--- config.mk ---
export PLATFORM = sky130hd
export DESIGN_NAME = pc_unit
export DESIGN_NICKNAME = d
export VERILOG_FILES = /design/src/rtl/pc_unit_pkg.sv /design/src/rtl/pc_unit_ras.sv /design/src/rtl/pc_unit.sv
export SDC_FILE = /design/constraint.sdc
export NUM_CORES = 1
export LEC_CHECK = 0
export CAP_MARGIN = 20
export CORE_ASPECT_RATIO = 1.25
export CORE_UTILIZATION = 50
export DETAILED_ROUTE_END_ITERATION = 6
export PLACE_DENSITY_LB_ADDON = 0.08
export SETUP_SLACK_MARGIN = 0.15
export SYNTH_ARGS = -nofsm -noshare
export SYNTH_HDL_FRONTEND = slang
export SYNTH_SLANG_ARGS = --single-unit
--- constraint.sdc ---
create_clock -name i_clk -period 4.9 [get_ports i_clk]
set_clock_uncertainty 0.1 [all_clocks]
set_input_delay 1.225 -clock i_clk [delete_from_list [all_inputs] [get_ports i_clk]]
set_output_delay 1.225 -clock i_clk [all_outputs]
set_load 0.02 [all_outputs]
--- src/rtl/pc_unit_pkg.sv ---
// Shared definitions for the fetch PC unit: next-PC source encoding and
// default geometry constants.
package pc_unit_pkg;

  localparam int DEF_ADDR_W = 32;
  localparam int DEF_STEP   = 4;

  // Next-PC source, listed in priority order (highest first).
  typedef enum logic [2:0] {
    SEL_FLUSH  = 3'd0,
    SEL_BRANCH = 3'd1,
    SEL_RAS    = 3'd2,
    SEL_SEQ    = 3'd3,
    SEL_HOLD   = 3'd4
  } npc_sel_e;

endpackage

--- src/rtl/pc_unit_ras.sv ---
// Return-address stack: circular buffer that overwrites its oldest entry
// when full. Push+pop together replaces the top in place.
module pc_ras #(
  parameter int ADDR_W = 32,
  parameter int DEPTH  = 4
) (
  input  logic              i_clk,
  input  logic              i_rst_n,
  input  logic              i_push,
  input  logic              i_pop,
  input  logic [ADDR_W-1:0] i_wdata,
  output logic [ADDR_W-1:0] o_top,
  output logic              o_empty,
  output logic              o_full
);

  localparam int IW = $clog2(DEPTH);
  localparam int CW = IW + 1;

  logic [ADDR_W-1:0] r_mem [DEPTH];
  logic [IW-1:0]     r_top_idx;
  logic [CW-1:0]     r_cnt;

  logic          w_empty;
  logic          w_do_push;
  logic          w_do_pop;
  logic          w_do_repl;
  logic [IW-1:0] w_push_idx;

  // Decode the requested operation against current occupancy.
  always_comb begin
    w_empty    = (r_cnt == '0);
    // A combined call+return on an empty stack degenerates to a plain push.
    w_do_push  = i_push && (!i_pop || w_empty);
    w_do_pop   = i_pop && !i_push && !w_empty;
    w_do_repl  = i_push && i_pop && !w_empty;
    w_push_idx = r_top_idx + IW'(1);
  end

  // Top pointer and occupancy count.
  always_ff @(posedge i_clk or negedge i_rst_n) begin
    if (!i_rst_n) begin
      r_top_idx <= '0;
      r_cnt     <= '0;
    end else if (w_do_push) begin
      r_top_idx <= w_push_idx;
      if (r_cnt != CW'(DEPTH)) begin
        r_cnt <= r_cnt + CW'(1);
      end
    end else if (w_do_pop) begin
      r_top_idx <= r_top_idx - IW'(1);
      r_cnt     <= r_cnt - CW'(1);
    end
  end

  // Entry storage; contents are meaningless while the count is zero, so no reset.
  always_ff @(posedge i_clk) begin
    if (w_do_push) begin
      r_mem[w_push_idx] <= i_wdata;
    end else if (w_do_repl) begin
      r_mem[r_top_idx] <= i_wdata;
    end
  end

  assign o_top   = r_mem[r_top_idx];
  assign o_empty = w_empty;
  assign o_full  = (r_cnt == CW'(DEPTH));

endmodule

--- src/rtl/pc_unit.sv ---
// Fetch program counter with flush/branch redirect, hazard stall and
// return-address-stack prediction.
module pc_unit
  import pc_unit_pkg::*;
#(
  parameter int                ADDR_W    = DEF_ADDR_W,
  parameter logic [ADDR_W-1:0] RESET_VEC = '0,
  parameter int                STEP      = DEF_STEP,
  parameter int                RAS_DEPTH = 4
) (
  input  logic              i_clk,
  input  logic              i_rst_n,
  input  logic              i_pc_write,
  input  logic              i_flush_vld,
  input  logic [ADDR_W-1:0] i_flush_pc,
  input  logic              i_br_taken,
  input  logic [ADDR_W-1:0] i_br_target,
  input  logic              i_call,
  input  logic              i_ret,
  output logic [ADDR_W-1:0] o_pc,
  output logic [ADDR_W-1:0] o_pc_plus,
  output logic              o_redirect,
  output logic              o_ras_empty,
  output logic              o_ras_full
);

  localparam logic [ADDR_W-1:0] STEP_W = ADDR_W'(STEP);

  logic [ADDR_W-1:0] r_pc;
  logic              r_redirect;

  npc_sel_e          w_sel;
  logic [ADDR_W-1:0] w_pc_next;
  logic [ADDR_W-1:0] w_pc_plus;
  logic              w_adv;
  logic [ADDR_W-1:0] w_ras_top;
  logic              w_ras_empty;
  logic              w_ras_full;

  assign w_pc_plus = r_pc + STEP_W;
  // The stack only moves on cycles that advance sequentially.
  assign w_adv     = i_pc_write && !i_flush_vld && !i_br_taken;

  pc_ras #(
    .ADDR_W (ADDR_W),
    .DEPTH  (RAS_DEPTH)
  ) u_ras (
    .i_clk   (i_clk),
    .i_rst_n (i_rst_n),
    .i_push  (w_adv && i_call),
    .i_pop   (w_adv && i_ret),
    .i_wdata (w_pc_plus),
    .o_top   (w_ras_top),
    .o_empty (w_ras_empty),
    .o_full  (w_ras_full)
  );

  // Select the next-PC source by priority.
  always_comb begin
    w_sel = SEL_HOLD;
    if (i_flush_vld) begin
      w_sel = SEL_FLUSH;
    end else if (i_br_taken) begin
      w_sel = SEL_BRANCH;
    end else if (i_pc_write) begin
      w_sel = (i_ret && !w_ras_empty) ? SEL_RAS : SEL_SEQ;
    end
  end

  // Next-PC mux.
  always_comb begin
    w_pc_next = r_pc;
    unique case (w_sel)
      SEL_FLUSH:  w_pc_next = i_flush_pc;
      SEL_BRANCH: w_pc_next = i_br_target;
      SEL_RAS:    w_pc_next = w_ras_top;
      SEL_SEQ:    w_pc_next = w_pc_plus;
      default:    w_pc_next = r_pc;
    endcase
  end

  // PC register and one-cycle redirect indication.
  always_ff @(posedge i_clk or negedge i_rst_n) begin
    if (!i_rst_n) begin
      r_pc       <= RESET_VEC;
      r_redirect <= 1'b0;
    end else begin
      r_pc       <= w_pc_next;
      r_redirect <= (w_sel == SEL_FLUSH) || (w_sel == SEL_BRANCH);
    end
  end

  assign o_pc        = r_pc;
  assign o_pc_plus   = w_pc_plus;
  assign o_redirect  = r_redirect;
  assign o_ras_empty = w_ras_empty;
  assign o_ras_full  = w_ras_full;

endmodule

==> metrics.yaml <==
antenna_found_initial: 0
timing.critical_path.to: "o_pc_plus[18]"
layout_worst_path_cycle_share: 0.930
max_cap_viol_count: 0
worst_hold_path_class: "reg -> reg"
synthesis.yosys.warnings: 0
port_buffers: 137
dp_slack_ns: 0.748
tightestPinTransition_ns: 0.977
cts_tree: "built"
syn-cell-area_um2: 7820
yosys_register_bits: 166
groute.usage.overall: 0.280
timing_max_transition_violations_final: 0
routed_wl_um: 21700
tritoncts.num_buffers: 17
syn_nets: 645
fill_cells: 1159
synth_enable_flop_cells: 128
power.ir.vdd_worst_mv: 0.237
grt_setup_unrepaired: "no"
cellLeakagePower_nw: 3.43
report.final.hold_viol_count: 0
setup.worst_path.class: "reg -> out"
post_route_cell_area_um2: 10000
rows: 50
post_synth_num_cell_types: 67
clock_tree.root_cell: "sky130_fd_sc_hd__clkbuf_16"
drtAntennaViolNets: 0
areaGrowthSynthToFinish_pct: 27.9
worstPathArrival_ns: 3.23
cp_slowest_stage_delay_ns: 0.68
worst_setup_hold_path_clk_slew_ns: 0.06
via_count: 5740
ff2ff_path_depth: 5
post-route-worst-setup-slack_ns: 0.343
final-instance-count-excl-fill: 929
drt-wirelength-per-cell_um: 23.4
totalNegativeSetupSlack_ns: 0
first_pass_iters: 6
fp.dieH_um: 142
drt_iter0_drc: 546
grt_overflow: 0
core_um2: 15100
run_status: "finished clean"
cts_max_path_buffers: 2
syn_inst: 572
design.final.nets: 781
die_area_um2: 16100
final_util: 0.661
place_congestion: 0.879
critical-path-slowest-cell: "sky130_fd_sc_hd__clkdlybuf4s50_1"
post-dp-hpwl_um: 15000
r2r_start: "u_ras.r_top_idx[1]$_DFFE_PN0P_"
critical_path.startpoint: "o_pc[2]$_DFFE_PN0P_"
start_util: 0.517
ios: 138
start_kind: "flip-flop"
first_global_vias: 5759
timing.fmax_ghz: 0.219
insertedDiodeCount: 0
postCtsSetupRepairBufs: 0
postPlaceCellArea_um2: 9440
cts_hold_repair.buffers: 0
postSynth.asyncResetShare: 0.229
register_area_share_after_synthesis: 0.613
number_of_placed_cells_counting_well_taps: 897
cts.repair.resized: 0
htreeDepth: 4
drc_errors: 0
average_via_count_per_standard_cell: 6.18
timing.critical_path.cells: "ha_1 > nand4_2 > nor4_2 > nand3_1 > xnor2_2 > clkdlybuf4s50_1"
timing.rr.end: "u_ras.r_mem[2][31]$_DFFE_PP_"
first_pass_grt_wire_length_um: 32900
finalPower_mw: 4.16
clkSinkCount: 166
required_time_worst_endpoint_ns: 3.58
syn_area_per_cell_um2: 13.7
synth_flop_cell: "sky130_fd_sc_hd__edfxtp_1"
maximum_number_of_pins_on_one_net_before_global_route_repair: 39
timing.reg2reg.setup_slack_ns: 2.04
drive_above_1_share: 0.137
critPathMaxFanout: 8
period_minus_slack_ns: 4.56
clock_insertion_delay_worst_skew_ns: 0.43
worst_hold_slack_ns: 0.488
setup_violation_total_in_the_final_timing_report: 0
floorplan.die.width_um: 114
critPathCaptureType: "output pin"
pwr_density_cell_nw_per_um2: 416
max-slew-margin-rel: 0.349
## per-layer routing
metal  GRT usage  share of wire  vias up
li1            -              -     2503
met1       0.356           0.40     2881
met2       0.468           0.50      318
met3      0.0743          0.079       38
met4      0.0936          0.022        0
met5           0              0        -
## area by class of cell
| cell class | instances | area [um^2] | area share |
|---|---|---|---|
| Inverter | 16 | 60.1 | 0.00600 |
| Sequential cell | 166 | 4800 | 0.479 |
| Clock buffer | 22 | 464 | 0.0464 |
| Multi-Input combinational cell | 353 | 2810 | 0.281 |
| Timing Repair Buffer | 154 | 1520 | 0.152 |
| Tap cell | 208 | 260 | 0.0260 |
| Clock inverter | 10 | 98.8 | 0.00988 |
## how the worst min path moves through the flow
stage               slack, ns  depth (start not counted)                  startpoint                           to
finish                   0.49                          1        o_pc[31]$_DFFE_PN0P_         o_pc[31]$_DFFE_PN0P_
global route             0.51                          1        o_pc[31]$_DFFE_PN0P_         o_pc[31]$_DFFE_PN0P_
CTS                      0.48                          1        o_pc[31]$_DFFE_PN0P_         o_pc[31]$_DFFE_PN0P_
detailed placement       0.46                          1        o_pc[31]$_DFFE_PN0P_         o_pc[31]$_DFFE_PN0P_
global placement         0.47                          0         o_pc[0]$_DFFE_PN0P_  u_ras.r_mem[1][0]$_DFFE_PP_
floorplan                0.46                          1  u_ras.r_cnt[2]$_DFFE_PN0P_   u_ras.r_cnt[2]$_DFFE_PN0P_
## layout by cell type, fill, tap and decap left out, types with 3 or more instances in the layout
cell type and n:
sky130_fd_sc_hd__clkdlybuf4s50_1 136, sky130_fd_sc_hd__edfxtp_1 128, sky130_fd_sc_hd__nor2_1 37, sky130_fd_sc_hd__dfrtp_1 37, sky130_fd_sc_hd__nand2_1 32, sky130_fd_sc_hd__mux4_2 32
sky130_fd_sc_hd__a21oi_1 28, sky130_fd_sc_hd__o21ai_0 25, sky130_fd_sc_hd__xnor2_1 23, sky130_fd_sc_hd__nand3_1 19, sky130_fd_sc_hd__clkbuf_16 17, sky130_fd_sc_hd__inv_1 15
sky130_fd_sc_hd__buf_4 15, sky130_fd_sc_hd__nor3_1 13, sky130_fd_sc_hd__nand4_1 12, sky130_fd_sc_hd__xor2_1 9, sky130_fd_sc_hd__a221oi_1 9, sky130_fd_sc_hd__a22oi_1 8
sky130_fd_sc_hd__o22ai_1 8, sky130_fd_sc_hd__or3_1 7, sky130_fd_sc_hd__a221o_1 7, sky130_fd_sc_hd__o21ai_1 7, sky130_fd_sc_hd__nor2_2 5, sky130_fd_sc_hd__a21o_1 4
sky130_fd_sc_hd__a31oi_1 4, sky130_fd_sc_hd__mux2i_1 4, sky130_fd_sc_hd__and3_1 3, sky130_fd_sc_hd__and2_1 3, sky130_fd_sc_hd__o221ai_1 3, sky130_fd_sc_hd__o211ai_1 3
sky130_fd_sc_hd__a211o_1 3, sky130_fd_sc_hd__nand2b_1 3, sky130_fd_sc_hd__a211oi_1 3, sky130_fd_sc_hd__clkbuf_1 3, sky130_fd_sc_hd__clkinv_4 3
## cells in the mapped netlist, types with 13 or more instances
master                     count  area (um^2)
sky130_fd_sc_hd__edfxtp_1    128         3840
sky130_fd_sc_hd__o21ai_0      25          125
sky130_fd_sc_hd__nand3_1      19         95.1
sky130_fd_sc_hd__clkbuf_1     13         48.8
sky130_fd_sc_hd__inv_1        15         56.3
sky130_fd_sc_hd__a21oi_1      30          150
sky130_fd_sc_hd__mux4_2       32          721
sky130_fd_sc_hd__nor2_1       39          146
sky130_fd_sc_hd__nor3_1       13         65.1
sky130_fd_sc_hd__nand2_1      32          120
sky130_fd_sc_hd__xnor2_1      23          201
sky130_fd_sc_hd__buf_2        17         85.1
sky130_fd_sc_hd__dfrtp_1      38          951
## cell families (layout without fill, tap and decap cells)
group / Yosys count / count (layout) / share of synthesized area
adder cells (fa/ha/maj): 2 / 2 / 0.00416
XOR/XNOR: 33 / 33 / 0.0379
multiplexers: 36 / 36 / 0.0973
flip-flops: 166 / 166 / 0.613
AND/OR/NAND/NOR: 152 / 152 / 0.104
AO/OA/AOI/OAI: 130 / 130 / 0.111
buffers and inverters: 53 / 202 / 0.0325
## critical path, delay by kind of cell (launching register included)
kind          cells  cell delay [ns]
xor+xnor          1             0.30
fa+ha+maj         1             0.30
buf+inv           1             0.68
flops             1             0.53
simple gates      3             0.99
## state kept, by name (all words and copies together), names as in the netlist
signal           count
o_pc                32
u_ras.r_top_idx      2
u_ras.r_mem        128
u_ras.r_cnt          3
o_redirect           1
## power breakdown
part	internal [mW]	leakage, nW	switching [mW]
logic	0.537	1.56	0.547
clock network	0.730	0.271	0.544
registers	1.64	1.59	0.169
total	2.90	3.43	1.26
No activity file was read; power rests on OpenSTA's default activity.
